File: src/rtl/fp16_pkg.sv
// Shared constants, status bit positions and FSM encoding for the fp16 divider.
package fp16_pkg;

  localparam int MANT_W   = 10;
  localparam int EXP_W    = 5;
  localparam int EXP_BIAS = 15;
  localparam int QBITS    = 13;

  localparam logic [EXP_W-1:0] FP16_EXP_MAX = 5'h1F;
  localparam logic [15:0]      FP16_ZERO    = 16'h0000;

  // status = {div_by_zero, overflow, underflow}
  localparam int ST_DIV0 = 2;
  localparam int ST_OVF  = 1;
  localparam int ST_UNF  = 0;

  typedef logic [1:0] state_t;
  localparam state_t S_IDLE   = 2'd0;
  localparam state_t S_DIVIDE = 2'd1;
  localparam state_t S_NORM   = 2'd2;
  localparam state_t S_DONE   = 2'd3;

endpackage

File: src/rtl/fp16_mant_divider.sv
// Restoring mantissa divider: one quotient bit per cycle, QBITS cycles per start.
module fp16_mant_divider
  import fp16_pkg::*;
(
  input  logic              clk,
  input  logic              rst,
  input  logic              start_i,
  input  logic [MANT_W:0]   mx_i,
  input  logic [MANT_W:0]   my_i,
  output logic              busy_o,
  output logic              done_o,
  output logic [QBITS-1:0]  q_o,
  output logic [MANT_W+1:0] r_o
);

  logic              busy_q;
  logic [3:0]        cnt_q;
  logic [QBITS-1:0]  q_q;
  logic [MANT_W+1:0] r_q;
  logic [MANT_W:0]   my_q;
  logic              r_ge;
  logic [MANT_W+1:0] r_sub;

  always_comb begin
    r_ge  = r_q >= {1'b0, my_q};
    r_sub = r_ge ? (r_q - {1'b0, my_q}) : r_q;
  end

  // done is high during the cycle that performs the last iteration
  assign done_o = busy_q && (cnt_q == 4'(QBITS - 1));
  assign busy_o = busy_q;
  assign q_o    = q_q;
  assign r_o    = r_q;

  always_ff @(posedge clk) begin
    if (rst) begin
      busy_q <= 1'b0;
      cnt_q  <= '0;
      q_q    <= '0;
      r_q    <= '0;
      my_q   <= '0;
    end else if (start_i) begin
      busy_q <= 1'b1;
      cnt_q  <= '0;
      q_q    <= '0;
      r_q    <= {1'b0, mx_i};
      my_q   <= my_i;
    end else if (busy_q) begin
      q_q   <= {q_q[QBITS-2:0], r_ge};
      r_q   <= r_sub << 1;
      cnt_q <= cnt_q + 4'd1;
      if (done_o) busy_q <= 1'b0;
    end
  end

endmodule

File: src/rtl/fp16_div.sv
// Iterative fp16 divider z = x / y with RNE rounding behind a valid/ready handshake.
module fp16_div
  import fp16_pkg::*;
(
  input  logic        clk,
  input  logic        rst,
  input  logic        in_valid,
  output logic        in_ready,
  input  logic [15:0] x,
  input  logic [15:0] y,
  output logic        out_valid,
  input  logic        out_ready,
  output logic [15:0] z,
  output logic [2:0]  status,
  output logic [1:0]  dbg_state_o,
  output logic        dbg_busy_o
);

  // Handshake: operands transfer on a cycle with in_valid & in_ready (only in
  // IDLE); the result transfers on out_valid & out_ready and is held until then.
  state_t            state_q, state_d;
  logic              sign_q;
  logic signed [6:0] e_q;
  logic [15:0]       z_q;
  logic [2:0]        status_q;

  logic              accept, special;
  logic              x_zero, x_inf, y_zero, y_inf;
  logic [15:0]       z_spec;
  logic [2:0]        st_spec;
  logic signed [6:0] e_base;

  logic              div_busy, div_done;
  logic [QBITS-1:0]  div_q;
  logic [MANT_W+1:0] div_r;

  logic [MANT_W-1:0] mant_t;
  logic              guard, sticky, round_up;
  logic [MANT_W:0]   mant_sum;
  logic signed [6:0] e_n, e_r;
  logic [15:0]       z_norm;
  logic [2:0]        st_norm;

  assign in_ready    = (state_q == S_IDLE);
  assign out_valid   = (state_q == S_DONE);
  assign accept      = in_valid & in_ready;
  assign z           = z_q;
  assign status      = status_q;
  assign dbg_state_o = state_q;
  assign dbg_busy_o  = div_busy;

  assign e_base = $signed({2'b00, x[14:10]}) - $signed({2'b00, y[14:10]})
                + $signed(7'(EXP_BIAS));

  // Subnormals flush to zero; exponent 31 is infinity regardless of mantissa
  always_comb begin
    x_zero  = (x[14:10] == '0);
    y_zero  = (y[14:10] == '0);
    x_inf   = (x[14:10] == FP16_EXP_MAX);
    y_inf   = (y[14:10] == FP16_EXP_MAX);
    special = x_zero | y_zero | x_inf | y_inf;
    z_spec  = FP16_ZERO;
    st_spec = '0;
    if (y_zero) begin
      z_spec           = {x[15] ^ y[15], FP16_EXP_MAX, {MANT_W{1'b0}}};
      st_spec[ST_DIV0] = 1'b1;
    end else if (x_inf) begin
      z_spec = {x[15] ^ y[15], FP16_EXP_MAX, {MANT_W{1'b0}}};
    end
  end

  fp16_mant_divider u_mant_div (
    .clk     (clk),
    .rst     (rst),
    .start_i (accept & ~special),
    .mx_i    ({1'b1, x[MANT_W-1:0]}),
    .my_i    ({1'b1, y[MANT_W-1:0]}),
    .busy_o  (div_busy),
    .done_o  (div_done),
    .q_o     (div_q),
    .r_o     (div_r)
  );

  // Quotient lies in (0.5, 2): q[12] selects which bit is the leading one
  always_comb begin
    if (div_q[QBITS-1]) begin
      mant_t = div_q[QBITS-2:2];
      guard  = div_q[1];
      sticky = div_q[0] | (|div_r);
      e_n    = e_q;
    end else begin
      mant_t = div_q[QBITS-3:1];
      guard  = div_q[0];
      sticky = |div_r;
      e_n    = e_q - 7'sd1;
    end
    round_up = guard & (sticky | mant_t[0]);
    mant_sum = {1'b0, mant_t} + {{MANT_W{1'b0}}, round_up};
    e_r      = e_n + (mant_sum[MANT_W] ? 7'sd1 : 7'sd0);
    z_norm   = {sign_q, e_r[EXP_W-1:0], mant_sum[MANT_W-1:0]};
    st_norm  = '0;
    if (e_r >= 7'sd31) begin
      z_norm          = {sign_q, FP16_EXP_MAX, {MANT_W{1'b0}}};
      st_norm[ST_OVF] = 1'b1;
    end else if (e_r <= 7'sd0) begin
      z_norm          = FP16_ZERO;
      st_norm[ST_UNF] = 1'b1;
    end
  end

  always_comb begin
    state_d = state_q;
    case (state_q)
      S_IDLE:   if (accept) state_d = special ? S_DONE : S_DIVIDE;
      S_DIVIDE: if (div_done) state_d = S_NORM;
      S_NORM:   state_d = S_DONE;
      S_DONE:   if (out_ready) state_d = S_IDLE;
      default:  state_d = S_IDLE;
    endcase
  end

  always_ff @(posedge clk) begin
    if (rst) begin
      state_q  <= S_IDLE;
      sign_q   <= 1'b0;
      e_q      <= '0;
      z_q      <= FP16_ZERO;
      status_q <= '0;
    end else begin
      state_q <= state_d;
      if (accept) begin
        sign_q   <= x[15] ^ y[15];
        e_q      <= e_base;
        status_q <= special ? st_spec : 3'b000;
        if (special) z_q <= z_spec;
      end else if (state_q == S_NORM) begin
        z_q      <= z_norm;
        status_q <= st_norm;
      end
    end
  end

endmodule

File: config.mk
export PLATFORM = sky130hd
export DESIGN_NAME = fp16_div
export DESIGN_NICKNAME = d
export VERILOG_FILES = /design/src/rtl/fp16_pkg.sv /design/src/rtl/fp16_mant_divider.sv /design/src/rtl/fp16_div.sv
export SDC_FILE = /design/constraint.sdc
export NUM_CORES = 1
export LEC_CHECK = 0
export BUFFER_PORTS_ARGS = -buffer_cell sky130_fd_sc_hd__buf_4
export CAP_MARGIN = 20
export CORE_MARGIN = 5
export CORE_UTILIZATION = 59
export DETAILED_ROUTE_END_ITERATION = 10
export GPL_TIMING_DRIVEN = 0
export PLACE_DENSITY = 0.93
export SLEW_MARGIN = 40
export SYNTH_ARGS = -nofsm -noshare
export SYNTH_HDL_FRONTEND = slang
export SYNTH_SLANG_ARGS = --single-unit
File: constraint.sdc
create_clock -name clk -period 6 [get_ports clk]
set_input_delay 0.3 -clock clk [delete_from_list [all_inputs] [get_ports clk]]
set_output_delay 0.3 -clock clk [all_outputs]
set_load 0.02 [all_outputs]
# Word level (Yosys, flattened, before mapping)
# Cells that the tools add are included.
[word_totals] reg_bits=70 elab_cells=81 input_bits=36 output_inout_bits=24
[op_classes] n_eq_ne=10 n_reduce_logical=10 n_bitwise=10 order_cmp=3 n_mux=30 add_sub_neg=7
[op_table] cell="$mux 16" count=7
[op_table] cell="$mux 11" count=3
[op_table] cell="$ge 12x11->1" count=1
[op_table] cell="$reduce_or 12->1" count=1
[op_table] cell="$add 10x1->11" count=1
[op_table] cell="$sub 11x11->11" count=1
[op_table] cell="$eq 5x5->1 const B" count=2
[op_table] cell="$logic_not 5->1" count=2
[op_table] cell="$mux 1" count=10
[op_table] cell="$mux 10" count=1
[op_table] cell="$mux 3" count=3
[op_table] cell="$mux 2" count=4
[op_table] cell="$pmux 2 s4" count=1
[op_table] cell="$add 6x5->7 const B" count=1
[op_table] cell="$add 7x2->7" count=1
[op_table] cell="$ge 7x6->1 const B" count=1
[op_table] cell="$le 7x1->1 const B" count=1
[op_table] cell="$mux 7" count=1
[op_table] cell="$sub 7x2->7 const B" count=1
[op_table] cell="$ne 2x1->1 const B" count=3
[op_table] cell="$sub 5x5->6" count=1
[op_table] cell="$or 1x1->1" count=5
[op_table] cell="$add 4x1->4 const B" count=1
[op_table] cell="$eq 2x2->1 const B" count=2
[op_table] cell="12 further kinds" count=15

# Depth between registers and ports, before layout
# Gate-level depths: netlist (run 1).
[depth] ltp_word=13 ltp_mapped=20 mapped_depth_nobuf=17

# Modules after synthesis
# A second synthesis (run 1) with hierarchy kept.
[hier_totals] cells_unflattened=545 area_unflattened_um2=4714.5
[modules_own_cells] mod="fp16_div" n_inst=1 seq_area_each_um2=580.6 area_each_um2=2469.9 cells_per_inst=296
[modules_own_cells] mod="fp16_mant_divider" n_inst=1 seq_area_each_um2=820.8 area_each_um2=2244.7 cells_per_inst=249

# Least setup slack after synthesis (run 1)
# Ideal clock, no wire load.
[synth_path] path_kind="register -> register" startpoint="reg u_mant_div.q_q[12] (netlist: u_mant_div.q_o[12])" endpoint="reg z_q[8] (netlist: z[8])" path_slack_ns=1.777 path_buffers=3 t_arrival_ns=4.153 period_less_slack_ns=4.223 setup_ns=0.070 required_time_ns=5.930 stages_incl_launch_ff=20 path_cell_list="dfxtp_1 buf_6 clkbuf_1 clkbuf_1 nand2_1 a21boi_0 ha_1 nand2_1 nor2_1 and3_1 nand2_1 nor3b_1 ha_1 inv_1 a31o_2 a2111oi_4 nor3_1 or3b_1 or4_1 a21oi_1"
[synth_between] elab_chain_cells=11 word_cells_on_any_way=15 classes_between="2 x add/sub; 2 x order compare; 9 x mux; 2 x bitwise"
[synth_rtl] item="from (decl)" line="fp16_mant_divider.sv:18" text="logic [QBITS-1:0] q_q;"
[synth_rtl] item="from (signal assigned)" line="fp16_mant_divider.sv:49" text="q_q <= {q_q[QBITS-2:0], r_ge};"
[synth_rtl] item="$mux 1 / $mux 10 (equally long branches)" line="fp16_div.sv:86" text="if (div_q[QBITS-1]) begin"
[synth_rtl] item="$or 1x1->1" line="fp16_div.sv:97" text="round_up = guard & (sticky | mant_t[0]);"
[synth_rtl] item="$and 1x1->1" line="fp16_div.sv:97"
[synth_rtl] item="$add 10x1->11" line="fp16_div.sv:98" text="mant_sum = {1'b0, mant_t} + {{MANT_W{1'b0}}, round_up};"
[synth_rtl] item="$mux 1" line="fp16_div.sv:99" text="e_r = e_n + (mant_sum[MANT_W] ? 7'sd1 : 7'sd0);"
[synth_rtl] item="$add 7x2->7" line="fp16_div.sv:99"
[synth_rtl] item="$le 7x1->1" line="fp16_div.sv:105" text="end else if (e_r <= 7'sd0) begin"
[synth_rtl] item="$mux 16" line="fp16_div.sv:105"
[synth_rtl] item="$mux 16 *" line="fp16_div.sv:102" text="if (e_r >= 7'sd31) begin"
[synth_rtl] item="$mux 16 *" line="fp16_div.sv:136" text="end else if (state_q == S_NORM) begin"
[synth_rtl] item="$mux 16 *" line="fp16_div.sv:131" text="if (accept) begin"
[synth_rtl] item="to (signal assigned)" line="fp16_div.sv:135" text="if (special) z_q <= z_spec;"
[synth_rtl] item="to (signal assigned)" line="fp16_div.sv:137" text="z_q <= z_norm;"
[synth_rtl] item="to (decl)" line="fp16_div.sv:24" text="logic [15:0] z_q;"
# Every way passes the cells marked *; elsewhere a longest branch is shown, timed or not. The select of a mux whose other input is x is not followed.
# A chain may end at the register's enable or synchronous reset.

# Worst setup path in the final report (run 1)
# Ends and elaborated chain as after synthesis.

==> flow_metrics.py, run 1 <==
metrics = {
    "sta": {
        "clock_skew_ns": 0.0115,
        "final_max_slew_viol_count": 0,
        "grt_setup_unrepaired": "false",
        "tns_ns": 0,
        "hold_violations": 0,
        "finalSetupViolations": 0,
        "fmax_mhz": 198,
        "tightest_slew_ns": 0.779,
        "hold_slack_ns": 0.189,
        "post-route-period-util_pct": 84.1,
        "relSlewSlack_pct": 47.4,
        "timing.final.crit_period_ns": 5.05,
    },
    "global_routing": {
        "overflow": 0,
        "grtUsageTotal_pct": 25.8,
        "antenna_found_initial": 0,
        "grt_pass1_wl_um": 20600,
        "first_global_vias": 4417,
        "grt_max_degree": 12,
    },
    "floorplanning": {
        "start_util_pct": 59.7,
        "core_sq_um": 7650,
        "die_y_um": 98.0,
        "fp.dieW_um": 98.0,
        "num_rows": 32,
        "pin_count": 60,
        "dieArea_sq_um": 9600,
    },
    "cts": {
        "cts_made_buffers": 9,
        "cts_max_level": 3,
        "cts_sinks": 70,
        "clock_latency_ns": 0.35,
        "cts_root_buffer": "clkbuf_8",
        "cts_tree": "yes",
        "path_clk_slew_ns": 0.08,
        "post_cts_resized": 0,
        "post_cts_buffers": 0,
        "cts_buffer_depth": 2,
        "cts_hold_buf": 0,
    },
    "yosys": {
        "synth_nets": 641,
        "ys_types": 62,
        "synth_top_cell_area_share_pct": 30.7,
        "async_flop_share_pct": 0,
        "synth_ff_type": "dfxtp_1",
        "yosysSeqAreaShare_pct": 30.7,
        "synth_top_cell_by_area": "dfxtp_1",
        "synth_area_per_cell_sq_um": 7.93,
        "ys_warn_count": 0,
        "netlist_top_cells_area": "dfxtp_1 (31%), ha_1 (7.4%), a21oi_1 (6.2%)",
        "synth_area_sq_um": 4570,
        "synthCells": 576,
        "synth-seq-cells": 70,
        "synth-edff-count": 0,
    },
    "cells_and_area": {
        "num-fill-cells": 586,
        "n_antenna_cell": 0,
        "fin_cells": 752,
        "multi_input_comb_area_sq_um": 2850,
        "layout-drive-gt1-share_pct": 13.8,
        "register_area_sq_um": 1400,
        "layout.nets": 710,
        "syn_to_final_growth_pct": 17.0,
    },
    "drt": {
        "drc_errors": 0,
        "firstDrtPassIters": 7,
        "ant_nets": 0,
        "vias_per_cell": 6.08,
        "routed_wl_um": 12400,
        "vias": 4570,
        "drt-initial-drc-count": 333,
        "avgRoutedWirePerCell_um": 16.4,
    },
    "placement": {
        "dpl.cell_count": 736,
        "dp_hpwl_um": 9210,
        "gp_congestion": 0.922,
        "buffer_ports.inserted": 58,
    },
    "setup_path": {
        "crit_fanout": 10,
        "r2r-end": "z[8]",
        "worstSetupStartpointType": "flip-flop",
        "worst_ep_required_time_ns": 6.28,
        "cp.arrival_ns": 5.32,
        "timing.rr.start": "u_mant_div.q_o[12]",
        "endpoint_kind": "flip-flop",
        "rrSetupSlack_ns": 0.95,
        "critPathKind": "reg -> reg",
        "r2r_cells": 19,
    },
    "flow_run": {
        "maxCapViolCount": 0,
    },
    "min_path": {
        "min_path_type": "in -> reg",
        "hold_depth": 3,
        "holdPathEnd": "u_mant_div.my_q[4]",
        "min_from": "y[4]",
    },
    "power": {
        "power_per_cell_area_nw_per_um2": 467,
        "leakagePower_nw": 2.13,
        "fin_total_pwr_mw": 2.49,
        "irDropWorstVdd_mv": 0.314,
    },
    "outcome": {
        "status": "finished clean",
    },
}
[layout make-up]
cell class                      count  share of cell area (%)
Multi-Input combinational cell    432                    53.3
Sequential cell                    70                    26.2
Timing Repair Buffer               58                    8.14
Buffer                             34                    3.14
Inverter                           40                    2.81
Clock buffer                       12                    2.71
Tap cell                          102                    2.39
Clock inverter                      4                    1.31
[cell usage in the layout (no fill, tap or decap), types with 6 or more instances in the layout]
cell and instances:
dfxtp_1 70, nor3b_1 12, nor4_1 7, a21oi_1 57
xnor2_1 16, o21ai_0 28, nor2_1 56, buf_4 60
nand3_1 9, nor2b_1 8, mux2i_1 27, a211oi_1 7
ha_1 27, xor2_1 14, nand2b_1 6, inv_1 40
clkbuf_8 10, nor3_1 9, clkbuf_1 24, a21boi_0 7
o22ai_1 9, o31a_1 8, nand2_1 56
[state kept, by name, summed over array words and instances (netlist names)]
name	cells
dbg_state_o	2
e_q	7
sign_q	1
status	3
u_mant_div.busy_o	1
u_mant_div.cnt_q	4
u_mant_div.my_q	11
u_mant_div.q_o	13
u_mant_div.r_o	12
z	16
[through the flow]
stage,worst slack [ns],util (%),cell area (sq um)
finish,0.953,69.9,5350
CTS,1.00,69.9,5350
floorplan,1.78,-,4570
global route,0.558,69.9,5350
global placement,1.26,67.1,5130
detailed placement,1.07,67.1,5130
[cells in the mapped netlist, types with 2 or more instances]
| cell type | instances |
|---|---|
| a21boi_0 | 7 |
| a21oi_1 | 57 |
| o31a_1 | 8 |
| or2_2 | 3 |
| o21a_1 | 4 |
| buf_1 | 4 |
| a31oi_1 | 2 |
| buf_4 | 2 |
| mux2i_1 | 27 |
| nand3_1 | 9 |
| a22oi_1 | 4 |
| o31ai_1 | 4 |
| dfxtp_1 | 70 |
| a211o_1 | 3 |
| fa_1 | 2 |
| or4_1 | 4 |
| ha_1 | 27 |
| nor2_1 | 56 |
| buf_2 | 2 |
| nor4_1 | 7 |
| or3_1 | 2 |
| nor3b_1 | 12 |
| clkbuf_1 | 22 |
| xnor2_1 | 16 |
| nor3_1 | 9 |
| nand4_1 | 5 |
| o22ai_1 | 9 |
| a211oi_1 | 7 |
| a221oi_1 | 3 |
| or4b_1 | 3 |
| o21ai_0 | 28 |
| buf_6 | 4 |
| nand2_1 | 56 |
| and2_1 | 2 |
| and3_1 | 5 |
| nor2b_1 | 8 |
| xor2_1 | 14 |
| nand2b_1 | 6 |
| inv_1 | 40 |
[worst max-delay path, stage by stage, from the launching register on]
cell and delay, ns:
dfxtp_1 0.38, buf_6 0.16, clkbuf_1 0.43, clkbuf_1 0.44, nand2_1 0.13, a21boi_0 0.20
ha_1 0.23, nand2_1 0.10, nor2_1 0.20, and3_1 0.24, nand2_1 0.11, nor3b_1 0.24
ha_1 0.21, inv_1 0.07, a31o_2 0.28, a2111oi_4 0.37, nor3_1 0.08, or3b_1 0.41
or4_1 0.55, a21oi_1 0.15
[worst max path at each step]
stage | start | endpoint | slack, ns | depth (start not counted)
after floorplan | u_mant_div.q_o[12] | z[8] | 1.78 | 19
after global placement | u_mant_div.q_o[12] | z[6] | 1.26 | 19
after detailed placement | u_mant_div.q_o[12] | z[8] | 1.07 | 19
after CTS | u_mant_div.q_o[12] | z[8] | 1.00 | 19
after global routing | u_mant_div.q_o[12] | z[6] | 0.56 | 19
final | u_mant_div.q_o[12] | z[8] | 0.95 | 19
[per-layer routing]
| layer | up-vias | global-route usage, % | share of wire (%) |
|---|---|---|---|
| li1 | 2172 | - | - |
| met1 | 2154 | 32.1 | 41 |
| met2 | 198 | 44.1 | 49 |
| met3 | 46 | 4.07 | 6.5 |
| met4 | 0 | 11.3 | 3.4 |
| met5 | - | 0 | 0 |
[report_power, final]
part           total (mW)  internal, mW  switching, mW
sequential          0.626         0.550         0.0757
clock               0.426         0.245          0.181
combinational        1.44         0.592          0.851
[cell families after synthesis]
group | count (synthesis) | synth area share (%)
AND/OR/NAND/NOR | 192 | 20.7
adder cells (fa/ha/maj) | 29 | 8.27
flip-flops | 70 | 30.7
buffers and inverters | 74 | 6.96
AO/OA/AOI/OAI | 153 | 21.5
XOR/XNOR | 30 | 5.75
multiplexers | 28 | 6.16
No activity file was read; power rests on OpenSTA's default activity.
==> inputs of run 2 (changes only) <==
ABC_AREA = 1   (was unset)
CORE_UTILIZATION = 53   (was 59)
PLACE_DENSITY = 0.89   (was 0.93)
clock period = 4.5 ns   (was 6 ns; I/O delays follow)
==> flow_metrics.py, run 2 <==
metrics = {
    "outcome": {
        "status": "finished clean",
    },
    "setup_path": {
        "endpoint_kind": "flip-flop",
        "r2r_cells": 23,
        "critPathTopFamily": "simple AND/OR/NAND/NOR gates",
        "slowest_stage": "dfxtp_1",
        "cp.arrival_ns": 4.09,
        "crit_path_max_incr_delay_ns": 0.51,
        "crit_cells": 23,
        "crit_fanout": 10,
        "critPathKind": "reg -> reg",
        "worst_ep_required_time_ns": 4.78,
        "crit_buf_inv": 4,
        "path_cells": "buf_6 > o21ai_0 > nor2_1 > ha_1 > inv_1 > nor2_1 > nand2_1 > nor2_2 > nand4_1 > nor2_1 > ha_1 > ha_1 > inv_1 > a21oi_2 > nand2_1 > nand2_1 > nand2_1 > nand3_1 > nor2_1 > nor2_2 > buf_6 > nand3_1 > a21oi_1",
        "worstSetupStartpointType": "flip-flop",
    },
    "yosys": {
        "synth_area_sq_um": 4500,
        "synth_ff_type": "dfxtp_1",
        "synth_top_cell_by_area": "dfxtp_1",
        "synth_area_per_cell_sq_um": 6.59,
        "synth-edff-count": 0,
        "synth.most_common_cell": "nand2_1",
        "synth_top_cell_area_share_pct": 31.1,
        "yosysSeqAreaShare_pct": 31.1,
        "synth_nets": 748,
        "netlist_top_cells_area": "dfxtp_1 (31%), nand2_1 (13%), a21oi_1 (9.2%)",
        "synthTopCellsByCount": "nand2_1 (156), inv_1 (93), a21oi_1 (83)",
        "synthCells": 683,
        "async_flop_share_pct": 0,
        "ys_warn_count": 0,
        "ys_types": 36,
        "synth-seq-cells": 70,
    },
    "sta": {
        "post-route-period-util_pct": 84.7,
        "grt_setup_unrepaired": "false",
        "hold_slack_ns": 0.150,
        "hold_violations": 0,
        "clock_skew_ns": 0.0109,
        "fmax_mhz": 262,
        "final_max_slew_viol_count": 0,
        "finalSetupViolations": 0,
        "timing.final.crit_period_ns": 3.81,
        "relSlewSlack_pct": 47.4,
        "tightest_slew_ns": 0.784,
        "tns_ns": 0,
    },
    "cells_and_area": {
        "layout.nets": 817,
        "n_antenna_cell": 0,
        "layout-drive-gt1-share_pct": 13.2,
        "mostFrequentLayoutCells": "nand2_1 (156), inv_1 (93), a21oi_1 (83)",
        "syn_to_final_growth_pct": 18.1,
        "largest_reg_flops": 16,
        "final_common_cell": "nand2_1",
    },
    "cts": {
        "cts_tree": "yes",
        "cts_root_buffer": "clkbuf_8",
        "cts_buffer_depth": 2,
        "cts_max_level": 3,
        "path_clk_slew_ns": 0.08,
        "cts_sinks": 70,
        "post_cts_resized": 0,
        "post_cts_buffers": 0,
        "clock_latency_ns": 0.35,
        "cts_hold_buf": 0,
        "cts_made_buffers": 9,
    },
    "drt": {
        "firstDrtPassIters": 4,
        "ant_nets": 0,
        "vias_per_cell": 5.47,
        "avgRoutedWirePerCell_um": 14.0,
        "vias": 4718,
        "drt-initial-drc-count": 293,
        "drc_errors": 0,
        "routed_wl_um": 12100,
    },
    "placement": {
        "buffer_ports.inserted": 58,
        "gp_congestion": 0.933,
        "dp_hpwl_um": 9160,
    },
    "power": {
        "irDropWorstVdd_mv": 0.306,
        "power_per_cell_area_nw_per_um2": 609,
        "leakagePower_nw": 2.48,
    },
    "global_routing": {
        "overflow": 0,
        "first_global_vias": 4417,
        "antenna_found_initial": 0,
        "grt_pass1_wl_um": 19600,
        "grtUsageTotal_pct": 23.3,
        "grt_max_degree": 14,
    },
    "floorplanning": {
        "fp.dieW_um": 102,
        "pin_count": 60,
        "die_y_um": 102,
        "num_rows": 33,
        "dieArea_sq_um": 10400,
        "core_sq_um": 8260,
        "start_util_pct": 54.5,
    },
    "flow_run": {
        "maxCapViolCount": 0,
    },
    "min_path": {
        "hold_depth": 3,
        "min_path_type": "in -> reg",
    },
}
## run 2: cell count changes in the layout (fill, tap and decap cells not counted), moves of 12 or more
cell,change
mux2i_1,-27
nand3_1,+40
nor3b_1,-12
nand2_1,+100
a21oi_1,+26
o21ai_0,+12
inv_1,+53
## run 2: cell type report
cell class              instances  area (sq um)
plain buffers                  22           114
clock buffers                   9           124
clock inverters                 7           123
fillers                       762          2940
inverters                     100           375
multi-input cells             491          2610
flip-flops and latches         70          1400
well taps                     105           131
repair buffers                 58           435
## run 2: report_power, final
part,switching (mW),internal [mW],total (mW)
Sequential,0.102,0.735,0.837
Clock,0.269,0.370,0.639
Combinational,1.15,0.611,1.76
## run 2: per-layer routing
metal / part of all wire (%) / wire length, um / GRT usage [%] / vias up
met4: 1.9 / 230 / 7.27 / 0
met5: 0 / 0 / 0 / -
met2: 48 / 5780 / 41.5 / 200
met1: 41 / 4990 / 28.7 / 2141
met3: 8.9 / 1080 / 4.16 / 23
li1: - / - / - / 2354
## run 2: logic make-up after synthesis
kind of cell / after synthesis / share of synthesized area [%]
AO/OA/AOI/OAI: 144 / 17.1
adder cells (fa/ha/maj): 29 / 8.39
XOR/XNOR: 21 / 4.08
flip-flops: 70 / 31.1
buffers and inverters: 122 / 10.9
AND/OR/NAND/NOR: 297 / 28.4
## run 2: worst reg2reg max path, stage by stage (launching register included)
cell	delay (ns)
dfxtp_1	0.51
buf_6	0.19
o21ai_0	0.10
nor2_1	0.29
ha_1	0.21
inv_1	0.06
nor2_1	0.18
nand2_1	0.11
nor2_2	0.15
nand4_1	0.13
nor2_1	0.18
ha_1	0.24
ha_1	0.19
inv_1	0.07
a21oi_2	0.14
nand2_1	0.08
nand2_1	0.08
nand2_1	0.09
nand3_1	0.08
nor2_1	0.06
nor2_2	0.20
buf_6	0.18
nand3_1	0.08
a21oi_1	0.13
## run 2: final timing paths
path | from | slack (ns) | to
max | u_mant_div.q_o[12] | 0.69 | z[6]
min | y[0] | 0.15 | u_mant_div.my_q[0]
max reg2reg | u_mant_div.q_o[12] | 0.69 | z[6]
min reg2reg | u_mant_div.my_q[8] | 0.47 | u_mant_div.my_q[8]
## run 2: metrics by stage
stage	setup WS (ns)	utilization [%]	std cells	cell area, sq um	total power, mW
2_1_floorplan	1.42	-	683	4500	2.12
3_3_place_gp	0.959	61.4	846	5070	2.50
3_5_place_dp	0.763	61.4	846	5070	2.56
4_1_cts	0.726	64.4	862	5320	3.20
5_1_grt	0.281	64.4	862	5320	3.46
6_report	0.689	64.4	862	5320	3.24
==> inputs of run 3 (changes only) <==
clock period = 3.3 ns   (was 4.5 ns; I/O delays follow)
==> flow_metrics.py, run 3 (same netlist as run 2, synthesis figures left out) <==
metrics = {
    "outcome": {
        "status": "finished clean",
    },
    "drt": {
        "drc_errors": 0,
        "ant_nets": 0,
        "drt-initial-drc-count": 347,
        "vias": 4933,
        "avgRoutedWirePerCell_um": 14.7,
        "vias_per_cell": 5.56,
        "routed_wl_um": 13100,
        "firstDrtPassIters": 5,
    },
    "sta": {
        "tightest_slew_ns": 0.788,
        "grt_setup_unrepaired": "true",
        "final_max_slew_viol_count": 0,
        "hold_slack_ns": 0.0863,
        "timing.final.crit_period_ns": 3.22,
        "tns_ns": 0,
        "post-route-period-util_pct": 97.4,
        "finalSetupViolations": 0,
        "hold_violations": 0,
        "relSlewSlack_pct": 47.1,
        "fmax_mhz": 311,
        "clock_skew_ns": 0.0116,
    },
    "power": {
        "pwr-share-comb_pct": 55.2,
        "switchingPower_mw": 2.14,
        "leakagePower_nw": 2.61,
        "irDropWorstVdd_mv": 0.442,
        "p_int_mw": 2.38,
        "clkPwrFrac_pct": 19.5,
        "power_per_cell_area_nw_per_um2": 796,
        "pwr-share-seq_pct": 25.3,
        "switching_share_pct": 47.3,
    },
    "cells_and_area": {
        "fin_cells": 888,
        "layout.nets": 843,
        "final_common_cell": "nand2_1",
        "layout-drive-gt1-share_pct": 20.6,
        "final_core_util_pct": 68.7,
        "mostFrequentLayoutCells": "nand2_1 (148), inv_1 (90), buf_4 (83)",
        "n_antenna_cell": 0,
        "largest_reg_flops": 16,
        "syn_to_final_growth_pct": 26.0,
        "fin_area_sq_um": 5680,
    },
    "cts": {
        "cts_buffer_depth": 2,
        "cts_hold_buf": 0,
        "cts_made_buffers": 9,
        "cts_root_buffer": "clkbuf_8",
        "path_clk_slew_ns": 0.09,
        "cts_sinks": 70,
        "cts_tree": "yes",
        "cts_max_level": 3,
        "clock_latency_ns": 0.35,
    },
    "placement": {
        "dp_hpwl_um": 9160,
        "gp_congestion": 0.933,
        "buffer_ports.inserted": 58,
        "dpl.cell_count": 846,
        "dpl_cell_area_sq_um": 5070,
    },
    "floorplanning": {
        "num_rows": 33,
        "fp.dieW_um": 102,
        "pin_count": 60,
        "die_y_um": 102,
        "dieArea_sq_um": 10400,
        "core_sq_um": 8260,
        "start_util_pct": 54.5,
    },
    "setup_path": {
        "crit_buf_inv": 5,
        "critPathKind": "reg -> reg",
        "endpoint_kind": "flip-flop",
        "path_cells": "buf_8 > buf_6 > nand2_2 > o21ai_2 > ha_2 > inv_2 > nor2_4 > nand2_2 > nor2_4 > nand4_1 > nor2_2 > ha_2 > ha_4 > inv_2 > a21oi_2 > nand3_2 > o21bai_4 > nand3_2 > nor2_4 > buf_4 > nand3_1 > a21oi_1",
        "timing.rr.start": "u_mant_div.q_o[12]",
        "worst_ep_required_time_ns": 3.58,
        "crit_path_max_incr_delay_ns": 0.36,
        "slowest_stage": "dfxtp_4",
        "crit_fanout": 7,
        "crit_path_start": "u_mant_div.q_o[12]",
        "cp.arrival_ns": 3.49,
        "worstSetupStartpointType": "flip-flop",
        "worst_path_most_repeated_cell": "nor2_4",
        "critPathTopFamily": "simple AND/OR/NAND/NOR gates",
    },
    "global_routing": {
        "grt_max_degree": 14,
        "grt_pass1_wl_um": 20500,
        "first_global_vias": 4621,
        "overflow": 0,
        "grtUsageTotal_pct": 24.3,
        "antenna_found_initial": 0,
    },
    "min_path": {
        "min_from": "y[7]",
        "min_path_type": "in -> reg",
    },
    "flow_run": {
        "maxCapViolCount": 0,
    },
}
[run 3: worst register-to-register path, cell delays in order, from the launching register on]
cell      delay [ns]
dfxtp_4         0.36
buf_8           0.13
buf_6           0.11
nand2_2         0.06
o21ai_2         0.09
ha_2            0.21
inv_2           0.05
nor2_4          0.11
nand2_2         0.08
nor2_4          0.09
nand4_1         0.13
nor2_2          0.16
ha_2            0.23
ha_4            0.14
inv_2           0.04
a21oi_2         0.14
nand3_2         0.15
o21bai_4        0.18
nand3_2         0.09
nor2_4          0.21
buf_4           0.16
nand3_1         0.07
a21oi_1         0.14
[run 3: what timing repair did]
action / in CTS / in global routing
setup buffers: 19 / 7
gates resized for setup: 11 / 40
pin swaps: 6 / 17
endpoints found under the setup margin: 18 / 18
gates cloned: 1 / 0
[run 3: metal layers]
metal  share of wire (%)  GRT usage, %  vias up
li1                    -             -     2412
met1                  41          29.3     2303
met2                  50          43.4      190
met3                 7.8          4.03       28
met4                 2.1          8.38        0
met5                   0             0        -
[run 3: power by group through the flow]
stage | combinational [mW] | sequential, mW | clock, mW
2_1_floorplan | 1.73 | 1.16 | 0
3_5_place_dp | 2.33 | 1.16 | 0
3_3_place_gp | 2.25 | 1.15 | 0
5_1_grt | 2.75 | 1.16 | 0.908
4_1_cts | 2.37 | 1.14 | 0.876
6_report | 2.49 | 1.14 | 0.881
[run 3: final timing paths]
kind,to,slack (ns),depth (start not counted)
worst max-delay path,z[1],0.08,22
worst min-delay path,u_mant_div.my_q[7],0.09,3
worst max register to register,z[1],0.08,22
worst min register to register,u_mant_div.my_q[8],0.46,2
[run 3: final cells by class]
class                           count  area [sq um]
Fill cell                         697          2580
Buffer                             22           118
Tap cell                          105           131
Multi-Input combinational cell    491          2760
Clock buffer                        9           124
Inverter                          100           375
Timing Repair Buffer               84           634
Clock inverter                      7           123
Sequential cell                    70          1410
[run 3: through the flow]
step           worst slack [ns]  total power [mW]
2_1_floorplan             0.223              2.89
3_3_place_gp             -0.241              3.41
3_5_place_dp             -0.437              3.49
4_1_cts                  0.0130              4.38
5_1_grt                  -0.144              4.82
6_report                 0.0847              4.52
